--- src/rtl/sdram_arbiter.sv ---
// Shares one SDRAM controller port between the ROM download path (bytes packed into 32-bit words)
// and NUM_PORTS round-robin read requesters. One command in flight at most.
module sdram_arbiter #(
  parameter int NUM_PORTS  = 5,
  parameter int ADDR_WIDTH = 23,
  parameter int DATA_WIDTH = 32
) (
  input  logic                            clk,
  input  logic                            reset_n,
  input  logic                            ioctl_download,
  input  logic                            ioctl_wr,
  input  logic [ADDR_WIDTH+1:0]           ioctl_addr,
  input  logic [7:0]                      ioctl_data,
  input  logic [NUM_PORTS-1:0]            port_req,
  input  logic [NUM_PORTS*ADDR_WIDTH-1:0] port_addr,
  output logic [NUM_PORTS*DATA_WIDTH-1:0] port_q,
  output logic [NUM_PORTS-1:0]            port_valid,
  output logic                            overflow,
  output logic [ADDR_WIDTH-1:0]           sdram_addr,
  output logic [DATA_WIDTH-1:0]           sdram_data,
  output logic                            sdram_we,
  output logic                            sdram_req,
  input  logic                            sdram_ack,
  input  logic                            sdram_valid,
  input  logic [DATA_WIDTH-1:0]           sdram_q
);

  localparam int PW = (NUM_PORTS > 1) ? $clog2(NUM_PORTS) : 1;

  typedef enum logic [1:0] {S_IDLE, S_WRITE, S_READ, S_WAIT_VALID} state_t;

  state_t                          r_state;
  logic [DATA_WIDTH-1:0]           r_buf;
  logic [3:0]                      r_lanes;
  logic [ADDR_WIDTH-1:0]           r_buf_addr;
  logic [ADDR_WIDTH-1:0]           r_wr_addr;
  logic [DATA_WIDTH-1:0]           r_wr_data;
  logic                            r_pending;
  logic                            r_overflow;
  logic                            r_dl_q;
  logic [PW-1:0]                   r_rr;
  logic [PW-1:0]                   r_grant;
  logic [NUM_PORTS*DATA_WIDTH-1:0] r_port_q;
  logic [NUM_PORTS-1:0]            r_port_valid;
  logic [ADDR_WIDTH-1:0]           r_sdram_addr;
  logic [DATA_WIDTH-1:0]           r_sdram_data;
  logic                            r_sdram_we;
  logic                            r_sdram_req;

  logic [1:0]            w_lane;
  logic                  w_byte_wr;
  logic                  w_full;
  logic                  w_flush;
  logic [DATA_WIDTH-1:0] w_merge;
  logic [ADDR_WIDTH-1:0] w_word_addr;
  logic                  w_wr_done;
  logic                  w_deliver;
  logic                  w_any;
  logic [PW-1:0]         w_pick;
  logic [PW-1:0]         w_rr_next;

  assign w_lane      = ioctl_addr[1:0];
  assign w_byte_wr   = ioctl_download && ioctl_wr;
  assign w_full      = w_byte_wr && (w_lane == 2'd3);
  assign w_flush     = r_dl_q && !ioctl_download && (r_lanes != 4'd0);
  assign w_word_addr = w_full ? ioctl_addr[ADDR_WIDTH+1:2] : r_buf_addr;
  assign w_wr_done   = (r_state == S_WRITE) && sdram_ack;
  // ack+valid together in READ is handled as ack followed immediately by valid
  assign w_deliver   = ((r_state == S_READ) && sdram_ack && sdram_valid) ||
                       ((r_state == S_WAIT_VALID) && sdram_valid);
  assign w_rr_next   = (r_grant == PW'(NUM_PORTS - 1)) ? '0 : r_grant + 1'b1;

  always_comb begin
    w_merge = r_buf;
    if (w_byte_wr) w_merge[8*w_lane +: 8] = ioctl_data;
  end

  // First requesting port at or after the round-robin pointer
  always_comb begin
    int unsigned v_idx;
    v_idx  = 0;
    w_any  = 1'b0;
    w_pick = '0;
    for (int unsigned i = 0; i < NUM_PORTS; i++) begin
      v_idx = 32'(r_rr) + i;
      if (v_idx >= NUM_PORTS) v_idx = v_idx - NUM_PORTS;
      if (!w_any && port_req[v_idx]) begin
        w_any  = 1'b1;
        w_pick = PW'(v_idx);
      end
    end
  end

  always_ff @(posedge clk or negedge reset_n) begin
    if (!reset_n) begin
      r_buf      <= '0;
      r_lanes    <= '0;
      r_buf_addr <= '0;
      r_wr_addr  <= '0;
      r_wr_data  <= '0;
      r_pending  <= 1'b0;
      r_overflow <= 1'b0;
      r_dl_q     <= 1'b0;
    end else begin
      r_dl_q <= ioctl_download;
      if (w_wr_done) r_pending <= 1'b0;
      if (w_full || w_flush) begin
        if (r_pending) begin
          r_overflow <= 1'b1;
        end else begin
          r_pending <= 1'b1;
          r_wr_addr <= w_word_addr;
          r_wr_data <= w_merge;
        end
        r_buf   <= '0;
        r_lanes <= '0;
      end else if (w_byte_wr) begin
        r_buf           <= w_merge;
        r_lanes[w_lane] <= 1'b1;
        r_buf_addr      <= ioctl_addr[ADDR_WIDTH+1:2];
      end
    end
  end

  always_ff @(posedge clk or negedge reset_n) begin
    if (!reset_n) begin
      r_state      <= S_IDLE;
      r_rr         <= '0;
      r_grant      <= '0;
      r_port_q     <= '0;
      r_port_valid <= '0;
      r_sdram_addr <= '0;
      r_sdram_data <= '0;
      r_sdram_we   <= 1'b0;
      r_sdram_req  <= 1'b0;
    end else begin
      r_port_valid <= '0;
      case (r_state)
        S_IDLE: begin
          if (r_pending) begin
            r_state      <= S_WRITE;
            r_sdram_we   <= 1'b1;
            r_sdram_req  <= 1'b1;
            r_sdram_addr <= r_wr_addr;
            r_sdram_data <= r_wr_data;
          end else if (!ioctl_download && w_any) begin
            r_state      <= S_READ;
            r_sdram_we   <= 1'b0;
            r_sdram_req  <= 1'b1;
            r_sdram_addr <= port_addr[w_pick*ADDR_WIDTH +: ADDR_WIDTH];
            r_grant      <= w_pick;
          end
        end
        S_WRITE: begin
          if (sdram_ack) begin
            r_sdram_req <= 1'b0;
            r_sdram_we  <= 1'b0;
            r_state     <= S_IDLE;
          end
        end
        S_READ: begin
          if (sdram_ack) begin
            r_sdram_req <= 1'b0;
            if (!sdram_valid) r_state <= S_WAIT_VALID;
          end
        end
        S_WAIT_VALID: ;
        default: r_state <= S_IDLE;
      endcase
      if (w_deliver) begin
        r_port_q[r_grant*DATA_WIDTH +: DATA_WIDTH] <= sdram_q;
        r_port_valid[r_grant] <= 1'b1;
        r_rr    <= w_rr_next;
        r_state <= S_IDLE;
      end
    end
  end

  assign port_q     = r_port_q;
  assign port_valid = r_port_valid;
  assign overflow   = r_overflow;
  assign sdram_addr = r_sdram_addr;
  assign sdram_data = r_sdram_data;
  assign sdram_we   = r_sdram_we;
  assign sdram_req  = r_sdram_req;

endmodule
--- config.mk ---
export PLATFORM = sky130hd
export DESIGN_NAME = sdram_arbiter
export DESIGN_NICKNAME = d
export VERILOG_FILES = /design/src/rtl/sdram_arbiter.sv
export SDC_FILE = /design/constraint.sdc
export NUM_CORES = 1
export LEC_CHECK = 0
export BUFFER_PORTS_ARGS = -buffer_cell sky130_fd_sc_hd__buf_2
export CAP_MARGIN = 20
export CORE_ASPECT_RATIO = 0.9
export CORE_MARGIN = 2
export CORE_UTILIZATION = 25
export DETAILED_ROUTE_END_ITERATION = 6
export GPL_TIMING_DRIVEN = 0
export PLACE_DENSITY = 0.47
export SETUP_SLACK_MARGIN = 0.15
export SYNTH_ARGS = -nofsm -noshare
export SYNTH_HDL_FRONTEND = slang
export SYNTH_SLANG_ARGS = --single-unit
--- constraint.sdc ---
create_clock -name clk -period 4.3 [get_ports clk]
set_input_delay 0.43 -clock clk [delete_from_list [all_inputs] [get_ports clk]]
set_output_delay 0.43 -clock clk [all_outputs]
set_load 0.01 [all_outputs]
==> results of run 1 <==
sequential cells by signal, indices dropped and copies added, names as in the netlist:
signal / count
overflow: 1
port_q: 160
port_valid: 5
r_buf: 32
r_buf_addr: 23
r_dl_q: 1
r_grant: 3
r_lanes: 4
r_pending: 1
r_rr: 3
r_state: 2
r_wr_addr: 23
r_wr_data: 32
sdram_addr: 23
sdram_data: 32
sdram_req: 1
sdram_we: 1
report_power, final:
part | internal [uW] | switching (uW) | total, uW | leakage (uW)
Clock | 2180 | 1420 | 3600 | 0.000692
Combinational | 4250 | 6190 | 10400 | 0.00522
Sequential | 4400 | 692 | 5100 | 0.00451
Total | 10800 | 8300 | 19100 | 0.0104
stage by stage:
| step | std cells | total power [uW] | area [um2] | utilization | hold WS, ps |
|---|---|---|---|---|---|
| 2_1_floorplan | 1574 | 11100 | 16500 | - | 134 |
| 3_3_place_gp | 2842 | 14400 | 19600 | 0.299 | 443 |
| 3_5_place_dp | 2847 | 14600 | 19700 | 0.301 | 322 |
| 6_report | 2954 | 19100 | 21600 | 0.330 | 85.9 |
| 4_1_cts | 2936 | 18800 | 21400 | 0.327 | 44.4 |
| 5_1_grt | 2952 | 20500 | 21600 | 0.330 | 70.3 |
placed cells by master, fill, tap and decap left out, types with 46 or more instances in the layout:
| master | Yosys | routed |
|---|---|---|
| nor2_1 | 87 | 87 |
| nor3b_1 | 47 | 46 |
| mux2_2 | 99 | 99 |
| o21a_1 | 49 | 49 |
| a21oi_1 | 67 | 65 |
| buf_2 | 8 | 415 |
| o21ai_0 | 103 | 102 |
| clkbuf_1 | 94 | 74 |
| dfrtp_1 | 347 | 346 |
| nand2_1 | 253 | 253 |
| a22o_1 | 72 | 72 |
worst min-delay path, stage by stage:
cell and delay [ps]:
buf_2 80, nand2_1 40, nand2_1 40
synth_stat cells (2+ instances only):
master | instances | area share
o221ai_1 | 3 | 0.0016
o21ai_0 | 103 | 0.031
a22o_1 | 72 | 0.038
xor2_1 | 2 | 0.0011
nor4_1 | 5 | 0.0019
inv_1 | 17 | 0.0039
and3_1 | 28 | 0.011
nand2b_1 | 9 | 0.0034
clkbuf_1 | 94 | 0.021
nor2_1 | 87 | 0.020
mux4_2 | 4 | 0.0055
mux2_2 | 99 | 0.068
a2111oi_0 | 3 | 0.0016
dfrtp_1 | 347 | 0.53
ha_1 | 30 | 0.023
buf_1 | 14 | 0.0032
mux2i_1 | 28 | 0.017
nand3_1 | 3 | 0.00091
a22oi_1 | 34 | 0.015
a31oi_1 | 3 | 0.0011
nor3b_1 | 47 | 0.021
a41oi_1 | 21 | 0.011
buf_2 | 8 | 0.0024
or3_1 | 3 | 0.0011
a21oi_1 | 67 | 0.020
o21a_1 | 49 | 0.022
o211ai_1 | 24 | 0.011
nand3b_1 | 2 | 0.00091
nor4b_1 | 4 | 0.0021
nor3_1 | 8 | 0.0024
nand2_1 | 253 | 0.058
a211o_1 | 4 | 0.0021
o31ai_1 | 5 | 0.0023
nor2b_1 | 9 | 0.0034
and3b_1 | 3 | 0.0016
a211oi_1 | 24 | 0.011
xnor2_1 | 5 | 0.0027
a221o_1 | 2 | 0.0012
and2_1 | 9 | 0.0034
a32oi_1 | 3 | 0.0016
o22ai_1 | 4 | 0.0015
a21o_1 | 4 | 0.0018
buf_6 | 3 | 0.0021
cells by family (layout without fill, tap and decap cells):
logic type,count (synthesis),after routing
DFF,347,347
xor gates and xnor gates,7,7
and+or+nand+nor,479,479
buffers and inverters,138,648
adders and majority gates,30,30
muxes,131,131
AOI/OAI and AO/OA,442,442
other,0,6
area by class of cell:
cell class	count	area (um2)	share of cell area
flip-flops and latches	347	8680	0.402
multi-input cells	1089	7390	0.343
repair buffers	438	2380	0.110
clock buffers	58	1200	0.0555
well taps	864	1080	0.0501
plain buffers	120	569	0.0264
clock inverters	14	189	0.00875
inverters	18	76.3	0.00354
diodes	6	15.0	0.000696
path summary, 6_finish.rpt:
| kind | from | end | slack [ps] |
|---|---|---|---|
| max in group asynchronous | reset_n | r_state[1]$_DFFE_PN0P_ | 2630 |
| min in group asynchronous | reset_n | port_q[146]$_DFFE_PN0P_ | 340 |
| hold / removal | ioctl_addr[11] | r_buf_addr[9]$_DFFE_PN0P_ | 90 |
| setup / recovery | r_rr[0]$_DFFE_PN0P_ | r_state[0]$_DFFE_PN0P_ | 250 |
| setup reg to reg | r_rr[0]$_DFFE_PN0P_ | r_state[0]$_DFFE_PN0P_ | 250 |
| hold reg to reg | overflow$_DFFE_PN0P_ | overflow$_DFFE_PN0P_ | 460 |
layer usage:
| layer | vias up | global-route usage | part of all wire |
|---|---|---|---|
| li1 | 6644 | - | - |
| met1 | 7019 | 0.219 | 0.43 |
| met2 | 437 | 0.281 | 0.47 |
| met3 | 94 | 0.0457 | 0.073 |
| met4 | 18 | 0.0499 | 0.023 |
| met5 | - | 0 | 0.0020 |
what timing repair did:
| item | 4_1_cts | 5_1_grt |
|---|---|---|
| endpoints found under the setup margin | 28 | 27 |
| hold buffers | 2 | 0 |
| hold endpoints to repair | 33 | 0 |
| buffers inserted | 15 | 12 |
| cloned | 0 | 0 |
| pin swaps | 9 | 13 |
| resized for setup | 41 | 58 |
==> results.yml, run 1 <==
final_layout:
  area_delta_synth_final_pct: 31.1
  layout-drive-gt1-share: 0.329
  fillers: 6711
  nets: 2275
route:
  dr.pass1.iters: 5
  vias: 14200
  finalWirelength_um: 59600
  drt-wirelength-per-cell_um: 20.2
  drtIter0Drc: 1010
  vias_per_cell: 4.81
  drc: 0
  drtAntennaViolNets: 0
cts:
  insertion_delay_ps: 560
  tritoncts: "built"
  path_clk_slew_ps: 60
  cts_buffer_depth: 3
  clock_sinks: 347
  htree_num_levels: 2
  clk_root_buffer_cell: "clkbuf_16"
  numCtsBuffers: 40
critical_path:
  rr_worst_depth: 16
  cp_max_fo: 10
  worst-path-buf-inv: 7
  crit_path_max_incr_delay_ps: 410
  crit_path_end_kind: "register"
  crit_slowest_cell: "dfrtp_1"
  crit_family: "compound AO/OA/AOI/OAI gates"
  worstSetupStartpointType: "register"
  worstPathArrival_ps: 4480
  crit_type: "register to register"
  cp.required_ps: 4730
  path_common_cell: "buf_2"
  critical_path.cell_chain: "buf_6 > buf_12 > inv_6 > buf_8 > ha_1 > buf_2 > buf_2 > a21oi_1 > a31oi_2 > a32o_2 > or3_4 > o31a_1 > a211o_1 > a222oi_1 > buf_4 > mux2_2"
  crit_cells: 16
logic_synthesis:
  synth.avg_cell_area_um2: 10.5
  ys_ff_latch: 347
  yosysUniqueCellTypes: 71
  muxShareOfSynthArea: 0.0902
  synth_area_um2: 16500
  synth_top_family_by_area: "compound AO/OA/AOI/OAI gates"
  netlist_instances: 1574
  synth-edff-count: 0
  synthAdderAreaFrac: 0.0228
  synthXorXnorAreaFrac: 0.00372
  synth_nets: 1795
  synth_compound_area_frac: 0.186
  ys_seq_area_frac: 0.527
  yosysWarnings: 0
  synth_ff_type: "dfrtp_1"
  synth_simple_gate_area_frac: 0.136
  synth_async_sr_flop_share: 1.00
global_routing:
  grt_pass1_vias: 14300
  antenna_found_initial: 16
  overflow: 0
  grt_pass1_wl_um: 89200
  grt.total_usage: 0.171
  grt_start_max_net_pins: 119
timing:
  setup_violations: 0
  tns_ps: 0
  timing.fmax_mhz: 247
  maxSlewViolCount: 0
  worstMarginPinSlew_ps: 876
  finalCritPeriodShare: 0.943
  finalHoldViolCount: 0
  grt_setup_unrepaired: "yes"
  min_period_ps: 4050
  timing.final.ws_setup_ps: 245
  slew_headroom: 0.408
  finalClockSkew_ps: 18.8
floorplanning:
  ioPinCount: 414
  dieWidth_um: 275
  die_h_um: 247
  dieArea_um2: 67900
  rows: 89
  core-area_um2: 65400
  initial_utilization: 0.252
place:
  dp_slack_ps: -776
  dp_hpwl_um: 45200
  gp_routability_congestion: 0.834
  io_buffer_count: 404
min_path:
  holdCritPathClass: "input pin to register"
  holdPathStages: 3
outcome:
  outcome: "finished, final reports clean"
run:
  maxCapViolCount: 0
pwr:
  p_leak_uw: 0.0104
  power.density_nw_per_um2: 886
  ir_worst_vdd_mv: 0.422
Note: power is estimated with default switching activity, not from simulation.
==> run 2, diff against run 1 <==
--- a/config.mk
+++ b/config.mk
@@ -11,8 +11,8 @@
 export CORE_MARGIN = 2
 export CORE_UTILIZATION = 25
 export DETAILED_ROUTE_END_ITERATION = 6
-export GPL_TIMING_DRIVEN = 0
-export PLACE_DENSITY = 0.47
+export GPL_TIMING_DRIVEN = 1
+export PLACE_DENSITY_LB_ADDON = 0.05
 export SETUP_SLACK_MARGIN = 0.15
 export SYNTH_ARGS = -nofsm -noshare
 export SYNTH_HDL_FRONTEND = slang
==> run 2 against run 1 <==
Against the previous run:
- via count is 4.6% lower
- sequential share of layout area is 1.2 points higher
- largest power group unchanged
- routed wire length decreased by 4.4%
- sequential power is 2% lower
- global-route usage decreased by 0.65 points
- critical endpoint unchanged
- clock-buffer cell count grew 5
- design area is 2.8% lower
- utilization down 0.93 points
- total power shrank 6.5%
- first-iteration DRC count fell by 30%
- die area unchanged
- highest routed layer unchanged
- critical path type unchanged
- hold slack got worse by 12 ps
==> results.yml, run 2 (synthesis gave the netlist of run 1 again) <==
floorplanning:
  core-area_um2: 65400
  die_h_um: 247
  initial_utilization: 0.252
  rows: 89
  ioPinCount: 414
  dieArea_um2: 67900
  dieWidth_um: 275
route:
  finalWirelength_um: 57000
  drc: 0
  vias: 13600
  vias_per_cell: 4.75
  drtIter0Drc: 708
  dr.pass1.iters: 5
  drtAntennaViolNets: 0
  drt-wirelength-per-cell_um: 20.0
cts:
  postCtsSetupBuffers: 0
  tritoncts: "built"
  numCtsBuffers: 43
  htree_num_levels: 2
  clk_root_buffer_cell: "clkbuf_16"
  insertion_delay_ps: 570
  clock_sinks: 347
  cts_buffer_depth: 3
  cts_resized: 0
  path_clk_slew_ps: 60
place:
  dp_hpwl_um: 39500
  gp_routability_congestion: 0.824
  placed_area_um2: 19600
  io_buffer_count: 413
pwr:
  ir_worst_vdd_mv: 1.10
  power.density_nw_per_um2: 853
  p_leak_uw: 0.0102
global_routing:
  antenna_found_initial: 14
  grt_pass1_wl_um: 85700
  grt_start_max_net_pins: 110
  overflow: 0
  grt.total_usage: 0.164
  grt_pass1_vias: 13800
final_layout:
  final_util: 0.321
  largest_reg_flops: 160
  area_delta_synth_final_pct: 27.4
  layout-drive-gt1-share: 0.323
  nets: 2181
  multi_input_area_um2: 7280
  final_cell_mix: "412 x buf_2, 347 x dfrtp_1, 250 x nand2_1"
  final_cell_area_um2: 21000
  final_common_cell: "buf_2"
  fillers: 6853
  regArea_um2: 8680
timing:
  tns_ps: 0
  finalHoldViolCount: 0
  timing.fmax_mhz: 259
  maxSlewViolCount: 0
  setup_violations: 0
  whs_ps: 73.6
  worstMarginPinSlew_ps: 1070
  min_period_ps: 3870
  slew_headroom: 0.289
  finalClockSkew_ps: 26.7
  grt_setup_unrepaired: "no"
  finalCritPeriodShare: 0.899
critical_path:
  crit_path_end_kind: "register"
  worstSetupStartpointType: "register"
  cp.required_ps: 4730
  crit_type: "register to register"
  worstPathArrival_ps: 4300
  cp_max_fo: 7
outcome:
  outcome: "finished, final reports clean"
run:
  maxCapViolCount: 0
min_path:
  holdCritPathClass: "input pin to register"
## run 2: per-layer routing
metal	routed length [um]	GRT usage
met1	25200	0.216
met2	27000	0.269
met3	3300	0.0383
met4	1400	0.0481
met5	136	0
## run 2: stage by stage
stage / std cells / worst slack [ps] / power [uW]
2_1_floorplan: 1574 / 290 / 11100
4_1_cts: 2852 / 420 / 18200
5_1_grt: 2854 / 180 / 19400
3_5_place_dp: 2777 / 448 / 14600
3_3_place_gp: 2777 / 525 / 14500
6_report: 2855 / 434 / 17900
## run 2: area by class of cell
type / instances / area share
well taps: 864 / 0.0515
repair buffers: 461 / 0.121
clock inverters: 10 / 0.00561
clock buffers: 63 / 0.0573
diodes: 3 / 0.000358
inverters: 18 / 0.00322
flip-flops and latches: 347 / 0.414
multi-input cells: 1089 / 0.347
## run 2: critical path: stages (launching register included)
cell      delay, ps
dfrtp_1         380
inv_1           160
ha_1            180
inv_1            40
ha_1            390
nand2b_1        280
o22ai_1         150
o311ai_1        330
a21oi_1         100
or3_1           340
o31a_1          320
a211o_1         280
a222oi_1        400
mux2_2          390
## run 2: final timing paths
kind / depth (start not counted) / slack [ps] / startpoint / to
min in group asynchronous: 2 / 520 / reset_n / port_q[100]$_DFFE_PN0P_
worst max-delay path: 13 / 430 / r_rr[1]$_DFFE_PN0P_ / r_state[0]$_DFFE_PN0P_
worst max register to register: 13 / 430 / r_rr[1]$_DFFE_PN0P_ / r_state[0]$_DFFE_PN0P_
worst min register to register: 1 / 460 / overflow$_DFFE_PN0P_ / overflow$_DFFE_PN0P_
worst min-delay path: 3 / 70 / ioctl_addr[7] / r_buf_addr[5]$_DFFE_PN0P_
max in group asynchronous: 3 / 2570 / reset_n / r_wr_addr[9]$_DFFE_PN0P_
## run 2: repair_timing
item	CTS	global route
hold buffers	2	0
endpoints found under the hold margin	31	0
setup endpoints to repair	0	0
## run 2: where the power goes
part           internal (uW)  switching (uW)
registers               4400             611
logic                   3830            5540
clock network           2050            1460
